`config.mk`:
```
export PLATFORM = sky130hd
export DESIGN_NAME = scan_seq_ctrl
export DESIGN_NICKNAME = d
export VERILOG_FILES = /design/src/rtl/scan_seq_ctrl.sv
export SDC_FILE = /design/constraint.sdc
export NUM_CORES = 1
export LEC_CHECK = 0
export BUFFER_PORTS_ARGS = -buffer_cell sky130_fd_sc_hd__buf_2
export CAP_MARGIN = 20
export CORE_MARGIN = 4
export CORE_UTILIZATION = 56
export DETAILED_ROUTE_END_ITERATION = 10
export PLACE_DENSITY = 0.81
export SLEW_MARGIN = 20
export SYNTH_ARGS = -nofsm -noshare
export SYNTH_HDL_FRONTEND = slang
export SYNTH_SLANG_ARGS = --single-unit
```
`constraint.sdc`:
```
create_clock -name clk -period 3.3 [get_ports clk]
set_clock_uncertainty 0.2 [all_clocks]
set_input_delay 0.33 -clock clk [delete_from_list [all_inputs] [get_ports clk]]
set_output_delay 0.33 -clock clk [all_outputs]
set_load 0.02 [all_outputs]
```
`src/rtl/scan_seq_ctrl.sv`:
```
// Raster-scan sequencer: walks {row, col, tap} over a W x H frame with a
// programmable per-pixel tap loop, stalling whenever the downstream buffer is full.
module scan_seq_ctrl #(
  parameter  int W  = 16,
  parameter  int H  = 16,
  parameter  int TB = 4,
  localparam int CW = $clog2(W),
  localparam int RW = $clog2(H)
) (
  input  logic          clk,
  input  logic          rst,
  input  logic          start,
  input  logic          abort,
  input  logic [TB-1:0] taps_in,
  input  logic          out_full,
  output logic          valid,
  output logic [RW-1:0] row,
  output logic [CW-1:0] col,
  output logic [TB-1:0] tap,
  output logic          last,
  output logic          busy,
  output logic          done
);

  typedef enum logic [1:0] {
    S_IDLE = 2'd0,
    S_RUN  = 2'd1,
    S_DONE = 2'd2
  } state_t;

  state_t        r_state;
  logic [TB-1:0] r_taps;
  logic [TB-1:0] r_tap;
  logic [RW-1:0] r_row;
  logic [CW-1:0] r_col;

  logic          w_valid;
  logic          w_tap_end;
  logic          w_col_end;
  logic          w_row_end;
  logic [TB-1:0] w_taps_cap;

  assign w_valid    = (r_state == S_RUN) && !out_full;
  assign w_tap_end  = (r_tap == '0);
  assign w_col_end  = (r_col == CW'(W - 1));
  assign w_row_end  = (r_row == RW'(H - 1));
  // A zero tap request still runs one tap per pixel, so taps_reg-1 never underflows.
  assign w_taps_cap = (taps_in == '0) ? TB'(1) : taps_in;

  always_ff @(posedge clk or posedge rst) begin
    if (rst) begin
      r_state <= S_IDLE;
      r_taps  <= '0;
      r_tap   <= '0;
      r_row   <= '0;
      r_col   <= '0;
    end else if (abort) begin
      r_state <= S_IDLE;
      r_tap   <= '0;
      r_row   <= '0;
      r_col   <= '0;
    end else begin
      case (r_state)
        S_IDLE: begin
          if (start) begin
            r_taps  <= w_taps_cap;
            r_tap   <= w_taps_cap - 1'b1;
            r_row   <= '0;
            r_col   <= '0;
            r_state <= S_RUN;
          end
        end
        S_RUN: begin
          // Odometer advance: tap is the fastest digit, row the slowest.
          if (w_valid) begin
            if (!w_tap_end) begin
              r_tap <= r_tap - 1'b1;
            end else begin
              r_tap <= r_taps - 1'b1;
              if (!w_col_end) begin
                r_col <= r_col + 1'b1;
              end else begin
                r_col <= '0;
                if (!w_row_end) begin
                  r_row <= r_row + 1'b1;
                end else begin
                  r_row   <= '0;
                  r_state <= S_DONE;
                end
              end
            end
          end
        end
        S_DONE: r_state <= S_IDLE;
        default: r_state <= S_IDLE;
      endcase
    end
  end

  assign valid = w_valid;
  assign last  = w_valid && w_tap_end && w_col_end && w_row_end;
  assign busy  = (r_state != S_IDLE);
  assign done  = (r_state == S_DONE);
  assign row   = r_row;
  assign col   = r_col;
  assign tap   = r_tap;

endmodule

```
==> flow_metrics.tcl, run 1 <==
set metrics [dict create \
    critPathRequiredTime_ps 2770 \
    min_from "taps_in[3]" \
    synth_top_family_by_area "simple AND/OR/NAND/NOR gates" \
    cp-start-kind "flop" \
    whs_ps 104 \
    synth_adder_area_share 0.0344 \
    grt_pass1_vias 887 \
    max-vdd-ir-drop_uv 348 \
    status "finished clean" \
    clk_root_buffer_cell "clkbuf_4" \
    fmax_mhz 390 \
    clock_path_buffers 2 \
    fin_crit_ps 2560 \
    synth_top_cell_by_area "dfrtp_1" \
    synth_area_leaders "dfrtp_1 41%, mux2_2 5.2%, o21ai_0 3.7%" \
    syn-instance-count 112 \
    max_slew_margin 0.539 \
    areaGrowthSynthToFinish_pct 16.2 \
    finalSetupViolations 0 \
    drive_gt1_frac 0.290 \
    cp_max_fo 7 \
    synth_seq_cells 18 \
    synth-simple-area-share 0.262 \
    synth_area_um2 1090 \
    cts-resized-gates 0 \
    slowest_delay_ps 490 \
    synth_xor_area_frac 0.00804 \
    r2r-end "tap[2]" \
    grt_max_degree 19 \
    overflow 0 \
    vias 967 \
    finalHoldViolations 0 \
    async_reset_ff_frac 1.00 \
    ys_warn_count 0 \
    yosysMostFrequentCell "dfrtp_1" \
    fin_nets 151 \
    gp_congestion 0.869 \
    rows 15 \
    antenna_left 0 \
    dpl_cell_area_um2 1220 \
    hp-class "in2reg" \
    reg2reg_slack_ps 1130 \
    synth_edf_count 0 \
    antenna_found_initial 0 \
    io_pins 25 \
    die_height_um 52.1 \
    postLayoutCellArea_um2 1270 \
    hold_depth 2 \
    rsz0062_at_grt "false" \
    synth_commonest_cells "18 x dfrtp_1, 8 x o21ai_0, 7 x nand2_1, 7 x nor3_1" \
    critical_path_depth 4 \
    cp.buffers_inverters 1 \
    synth_flop_cell "dfrtp_1" \
    maxSlewViolCount 0 \
    core_area_um2 1780 \
    tightestPinTransition_ps 691 \
    max-cap-violations 0 \
    worstReg2RegStart "r_state[1]" \
    initial_utilization 0.611 \
    synth-compound-area-share 0.185 \
    routed_wl_um 2520 \
    powerDensity_nw_per_um2 404 \
    syn_avg_cell_area_um2 9.73 \
    power_w 0.000512 \
    yosys.area.top_type_share 0.413 \
    grt_usage 0.206 \
    yosysSeqAreaShare 0.413 \
    drt_first_pass_iters 4 \
    cpMaxStageDelayCell "dfrtp_1" \
    ctsHoldBuffers 1 \
    clkLatencyLatePin_ps 280 \
    die-width_um 52.1 \
    stdcell_count 163 \
    cts_tree "done" \
    grt_pass1_wl_um 4150 \
    syn-num-nets 124 \
    vias_per_cell 5.93 \
    htree_levels 1 \
    drtIter0Drc 39 \
    numClockSinks 18 \
    endpoint_kind "output port" \
    die-area_um2 2720 \
    fin_crit_sh 0.776 \
    cp.arrival_ps 2030 \
    antennaDiodeCount 0 \
    path_class "reg2out" \
    drc 0 \
    post-cts-setup-buffers 0 \
    numCtsBuffers 3 \
    path_cells "nor4_4 -> nand2_1 -> nor4_2 -> buf_2" \
    dpl.hpwl_um 1940 \
    path_clk_slew_ps 100 \
    io_buffers 24 \
    power_leakage_nw 0.590 \
    place_inst 158 \
    path_delay_family "simple AND/OR/NAND/NOR gates" \
    muxShareOfSynthArea 0.0608 \
    wl_per_cell_um 15.5 \
    r2r_cells 7 \
    synthDistinctLibCells 39 \
    min_to "r_taps[3]" \
    tns_ps 0 \
]
-- worst reg2reg max path, stage by stage, from the launching register on --
cell	delay, ps
dfrtp_1	490
nand2b_1	340
or3_1	400
o21ai_0	80
ha_1	210
o21ai_0	110
o22ai_1	160
o31ai_1	90
-- sequential cells by signal (all words and copies together) (netlist names) --
| name | cells |
|---|---|
| row | 4 |
| r_state | 2 |
| tap | 4 |
| col | 4 |
| r_taps | 4 |
-- routing by layer --
| layer | global-route usage | vias up | share of wire |
|---|---|---|---|
| met3 | 0.0344 | 0 | 0.050 |
| met1 | 0.293 | 462 | 0.47 |
| li1 | - | 478 | - |
| met4 | 0.0262 | 0 | 0 |
| met5 | 0 | - | 0 |
| met2 | 0.335 | 27 | 0.48 |
-- cells in the final DEF (no fill, tap or decap), types with 2 or more instances in the layout --
cell type / netlist / layout
mux2_2: 5 / 5
ha_1: 3 / 3
a21oi_1: 5 / 5
buf_2: 2 / 24
nand2b_1: 5 / 5
nand3_1: 6 / 6
or3_1: 2 / 2
and3_1: 2 / 2
nand2_1: 7 / 7
o21ai_0: 8 / 8
o31ai_1: 2 / 2
nor2_1: 6 / 6
inv_1: 5 / 5
o211ai_1: 2 / 2
nor3_1: 7 / 7
dfrtp_1: 18 / 18
clkbuf_4: 0 / 3
nor4b_1: 4 / 4
o311ai_0: 2 / 2
-- report_power, final --
| part | total, W | switching (W) | internal (W) | leakage, nW |
|---|---|---|---|---|
| clock network | 0.000134 | 0.0000672 | 0.0000671 | 0.0210 |
| logic | 0.000116 | 0.0000665 | 0.0000498 | 0.332 |
| registers | 0.000261 | 0.0000240 | 0.000237 | 0.236 |
-- area by class of cell --
class,instances,area (µm²)
sequential,18,450
fill,143,517
multi-input combinational,86,599
timing repair buffer,25,130
inverter,5,18.8
tap,25,31.3
clock buffer,4,36.3
-- per-stage QoR --
step | setup WS (ps) | utilization
6_report | 738 | 0.710
5_1_grt | 657 | 0.710
4_1_cts | 740 | 0.710
3_5_place_dp | 1070 | 0.684
3_3_place_gp | 1100 | 0.684
2_1_floorplan | 1160 | -
-- cell families (layout without fill, tap and decap cells) --
kind of cell             Yosys count  count (layout)
buffers and inverters              8              34
multiplexers                       6               6
adder cells (fa/ha/maj)            3               3
flip-flops                        18              18
AO/OA/AOI/OAI                     29              29
XOR/XNOR                           1               1
AND/OR/NAND/NOR                   47              47
-- worst max path at each step --
stage | from | endpoint | slack (ps)
floorplan | tap[0] | last | 1160
global placement | tap[0] | last | 1100
detailed placement | tap[0] | last | 1070
CTS | tap[0] | last | 740
global route | tap[0] | last | 660
finish | tap[0] | last | 740
No activity file was read; power rests on OpenSTA's default activity.
==> inputs of run 2 (changes only) <==
- CORE_UTILIZATION: 56 -> 52
- PLACE_DENSITY: 0.81 -> 0.76
- clock period: 3.3 -> 2.5 ns (I/O delays scaled with it)
==> run 2 against run 1 <==
Net effect:
- via count rose by 3.9%
- wire length is 3.2% higher
- clock power grew 37%
- sequential share of layout area fell by 0.76 points
- final cell count grew 3.1%
- critical endpoint unchanged
- first-iteration DRC count shrank 59%
- utilization down 5.7 points
- flip-flop and latch count did not move
- power is 36% higher
- critical path depth did not move
- register-to-register slack worse by 780 ps
- die area is 6.5% higher
==> flow_metrics.tcl, run 2 (synthesis results as in run 1) <==
set metrics [dict create \
    maxSlewViolCount 0 \
    overflow 0 \
    drive_gt1_frac 0.312 \
    reg2reg_slack_ps 350 \
    tightestPinTransition_ps 688 \
    tns_ps 0 \
    status "finished clean" \
    initial_utilization 0.550 \
    path_class "reg2out" \
    hold_depth 2 \
    fin_crit_sh 0.942 \
    antenna_left 0 \
    worstReg2RegStart "tap[1]" \
    cp_max_fo 7 \
    antenna_found_initial 0 \
    cts_tree "done" \
    power_leakage_nw 0.605 \
    clock_path_buffers 2 \
    r2r_cells 8 \
    clkLatencyLatePin_ps 290 \
    crit_start "tap[3]" \
    areaGrowthSynthToFinish_pct 18.7 \
    min_from "taps_in[3]" \
    max-cap-violations 0 \
    critPathRequiredTime_ps 2050 \
    gp_congestion 0.816 \
    grt_pass1_vias 944 \
    drtIter0Drc 16 \
    fmax_mhz 425 \
    max-vdd-ir-drop_uv 373 \
    grt_max_degree 19 \
    p_seq_frac 0.495 \
    min_to "r_taps[3]" \
    antennaDiodeCount 0 \
    whs_ps 28.2 \
    rsz0062_at_grt "false" \
    switchingPower_w 0.000217 \
    final_cell_mix "24 x buf_2, 18 x dfrtp_1, 8 x o21ai_0" \
    r2r-end "tap[2]" \
    routed_wl_um 2600 \
    switching_share 0.313 \
    die-width_um 53.8 \
    wl_per_cell_um 15.5 \
    cp-start-kind "flop" \
    combPwrFrac 0.241 \
    fin_crit_ps 2350 \
    cp.arrival_ps 1900 \
    drc 0 \
    clk_root_buffer_cell "clkbuf_4" \
    drt_first_pass_iters 4 \
    finalSetupViolations 0 \
    endpoint_kind "output port" \
    die-area_um2 2890 \
    grt_pass1_wl_um 4200 \
    htree_levels 1 \
    die_height_um 53.8 \
    max_slew_margin 0.541 \
    mostFrequentLayoutCell "buf_2" \
    finalHoldViolations 0 \
    vias_per_cell 5.98 \
    vias 1005 \
    p_clk_frac 0.264 \
    powerDensity_nw_per_um2 537 \
    path_clk_slew_ps 110 \
    dpl.hpwl_um 1980 \
    grt_usage 0.202 \
    io_pins 25 \
    fin_nets 154 \
    io_buffers 24 \
    internal_power_w 0.000477 \
    numCtsBuffers 3 \
    hp-class "in2reg" \
    numClockSinks 18 \
    rows 16 \
    core_area_um2 1980 \
]
==> run 2: changes by cell type in the layout (fill, tap and decap cells not counted) <==
cell / change
nand2_2: +1
buf_4: +3
nand2_1: -1
==> run 2: area by class of cell <==
cell class                 count  area (µm²)
multi-input combinational     86         602
clock buffer                   4        36.3
inverter                       5        18.8
fill                         168         688
timing repair buffer          28         153
sequential                    18         450
tap                           27        33.8
==> run 2: through the flow <==
step	util	total power, W	instance area (µm²)	cells	setup slack, ps
2_1_floorplan	-	0.000453	1090	112	424
6_report	0.653	0.000694	1290	168	146
4_1_cts	0.644	0.000684	1280	166	2.90
3_5_place_dp	0.621	0.000504	1230	161	343
5_1_grt	0.653	0.000726	1290	168	0.493
3_3_place_gp	0.621	0.000498	1230	161	378
==> run 2: per-layer routing <==
layer / track usage / part of all wire
met5: 0 / 0
met4: 0.0638 / 0.014
met3: 0.0332 / 0.062
met2: 0.367 / 0.52
met1: 0.239 / 0.40
==> run 2: power by group through the flow <==
stage	Sequential, W	Combinational, W	Clock [W]
global route	0.000348	0.000184	0.000194
floorplan	0.000353	0.000100	0
CTS	0.000344	0.000157	0.000184
finish	0.000344	0.000167	0.000183
detailed placement	0.000349	0.000155	0
global placement	0.000348	0.000151	0
==> run 2: repair_timing <==
action,in CTS,in global routing
resized for setup,0,1
setup endpoints to repair,0,1
buffers inserted,0,2
endpoints found under the hold margin,18,0
hold buffers,1,0
==> run 2: worst max path at each step <==
stage	end	slack [ps]	cells past startpoint
global placement	last	380	4
floorplan	r_state[1]	420	4
global route	last	0.5	4
finish	last	150	4
CTS	last	3	4
detailed placement	last	340	4
==> run 2: worst max-delay path, cell delays in order, from the launching register on <==
cell	delay, ps
dfrtp_1	480
nor4_4	460
nand2_2	160
nor4_2	300
buf_2	210
==> inputs of run 3 (changes only) <==
- ABC_AREA: default -> 1
- CORE_UTILIZATION: 52 -> 53
- GPL_TIMING_DRIVEN: default -> 0
- PLACE_DENSITY: 0.76 -> 0.77
==> run 3 against run 2 <==
Net effect:
- clock-buffer cell count fell by 1
- via count rose by 8.4%
- clock power fell by 19%
- sequential power rose by 35%
- largest cell class unchanged
- highest routed layer unchanged
==> flow_metrics.tcl, run 3 <==
set metrics [dict create \
    overflow 0 \
    fillers 202 \
    synth_area_leaders "dfrtp_1 38%, nand2_1 14%, nand3_1 6.0%" \
    clock_path_buffers 2 \
    reg2reg_slack_ps 760 \
    async_reset_ff_frac 1.00 \
    yosys.area.top_type_share 0.383 \
    syn_avg_cell_area_um2 7.70 \
    grt_pass1_wl_um 4160 \
    power_w 0.00130 \
    grt_pass1_vias 975 \
    fin_nets 194 \
    antennaDiodeCount 0 \
    max-cap-violations 0 \
    die_height_um 55.1 \
    yosysMostFrequentCell "nand2_1" \
    tightestPinTransition_ps 687 \
    path_clk_slew_ps 110 \
    fin_crit_sh 0.829 \
    max-vdd-ir-drop_uv 701 \
    ys_warn_count 0 \
    routed_wl_um 2550 \
    synth_seq_cells 18 \
    htree_levels 1 \
    synth_area_um2 1180 \
    cts-resized-gates 0 \
    power_leakage_nw 0.757 \
    final_util 0.665 \
    vias 1089 \
    synth_edf_count 0 \
    synth_flop_cell "dfrtp_1" \
    vias_per_cell 5.26 \
    place_ws_ps 750 \
    synth_commonest_cells "43 x nand2_1, 18 x dfrtp_1, 15 x inv_1, 14 x nand3_1, 13 x nor2_1" \
    finalSetupViolations 0 \
    cp_max_fo 6 \
    hp-class "in2reg" \
    wl_per_cell_um 12.3 \
    powerDensity_nw_per_um2 958 \
    areaGrowthSynthToFinish_pct 15.4 \
    grt_max_degree 19 \
    cp-start-kind "flop" \
    initial_utilization 0.577 \
    gp_congestion 0.817 \
    drtIter0Drc 22 \
    finalHoldViolations 0 \
    rsz0062_at_grt "false" \
    io_buffers 23 \
    dpl_cell_area_um2 1330 \
    maxSlewViolCount 0 \
    synth_top_cell_by_area "dfrtp_1" \
    synthDistinctLibCells 27 \
    numClockSinks 18 \
    fin_crit_ps 2070 \
    status "finished clean" \
    antenna_found_initial 0 \
    syn-num-nets 165 \
    rows 16 \
    path_class "reg2out" \
    setup_ws_ps 427 \
    endpoint_kind "output port" \
    final_cell_mix "43 x nand2_1, 23 x buf_2, 18 x dfrtp_1" \
    cp.arrival_ps 1620 \
    grt_usage 0.194 \
    drive_gt1_frac 0.289 \
    mostFrequentLayoutCell "nand2_1" \
    core_area_um2 2040 \
    antenna_left 0 \
    clkLatencyLatePin_ps 300 \
    tns_ps 0 \
    yosysSeqAreaShare 0.383 \
    postLayoutCellArea_um2 1360 \
    fmax_mhz 482 \
    multiInputGateArea_um2 641 \
    cts_tree "done" \
    dpl.hpwl_um 1970 \
    drc 0 \
    critPathRequiredTime_ps 2050 \
    clk_root_buffer_cell "clkbuf_4" \
    drt_first_pass_iters 4 \
    max_slew_margin 0.541 \
    syn-instance-count 153 \
    numCtsBuffers 3 \
    die-area_um2 3040 \
    ff_latch_area_um2 450 \
    io_pins 25 \
    die-width_um 55.1 \
]
==> run 3: metrics by stage <==
stage               std cells  hold slack, ps
floorplan                 153           -11.4
global placement          203             184
detailed placement        203             192
CTS                       207            48.4
global route              207            44.3
finish                    207            48.2
==> run 3: path summary, 6_finish.rpt <==
path | start | endpoint | cells past startpoint
min in group asynchronous | rst | col[2] | 3
max in group asynchronous | rst | tap[1] | 3
setup / recovery | row[0] | last | 6
setup reg to reg | r_state[1] | tap[1] | 7
hold / removal | taps_in[0] | r_taps[0] | 3
hold reg to reg | r_taps[2] | r_taps[2] | 2
==> run 3: cell type report <==
cell class,count,area share
buffer,2,0.0138
clock buffer,3,0.0166
inverter,18,0.0497
multi-input combinational,115,0.471
sequential,18,0.331
tap,27,0.0249
timing repair buffer,24,0.0921
==> run 3: power by group <==
group,total (W),internal (W),switching (W)
logic,0.000689,0.000235,0.000454
clock network,0.000149,0.0000561,0.0000925
registers,0.000464,0.000375,0.0000887
==> run 3: cells by family (layout without fill, tap and decap cells) <==
group / Yosys count / count (layout) / synth area share
AO/OA/AOI/OAI: 20 / 20 / 0.107
adder cells (fa/ha/maj): 3 / 3 / 0.0319
buffers and inverters: 20 / 47 / 0.0733
flip-flops: 18 / 18 / 0.383
AND/OR/NAND/NOR: 92 / 92 / 0.405
==> run 3: timing repair <==
item	CTS	global route
setup buffers	0	0
hold buffers	1	0
endpoints found under the hold margin	18	0
endpoints found under the setup margin	0	0
==> run 3: layer usage <==
layer | vias to the layer above | global-route usage | wire length [µm] | share of wire
met5 | - | 0 | 0 | 0
met4 | 0 | 0.0688 | 43 | 0.017
met3 | 7 | 0.0375 | 105 | 0.041
met2 | 23 | 0.335 | 1230 | 0.48
met1 | 504 | 0.241 | 1180 | 0.46
li1 | 555 | - | - | -
==> run 3: worst max-delay path: stages (launching register included) <==
cell     delay (ps)
dfrtp_1         450
ha_1            190
nand2_1          50
inv_1            70
nand2_1         120
nor4_1          240
buf_2           210
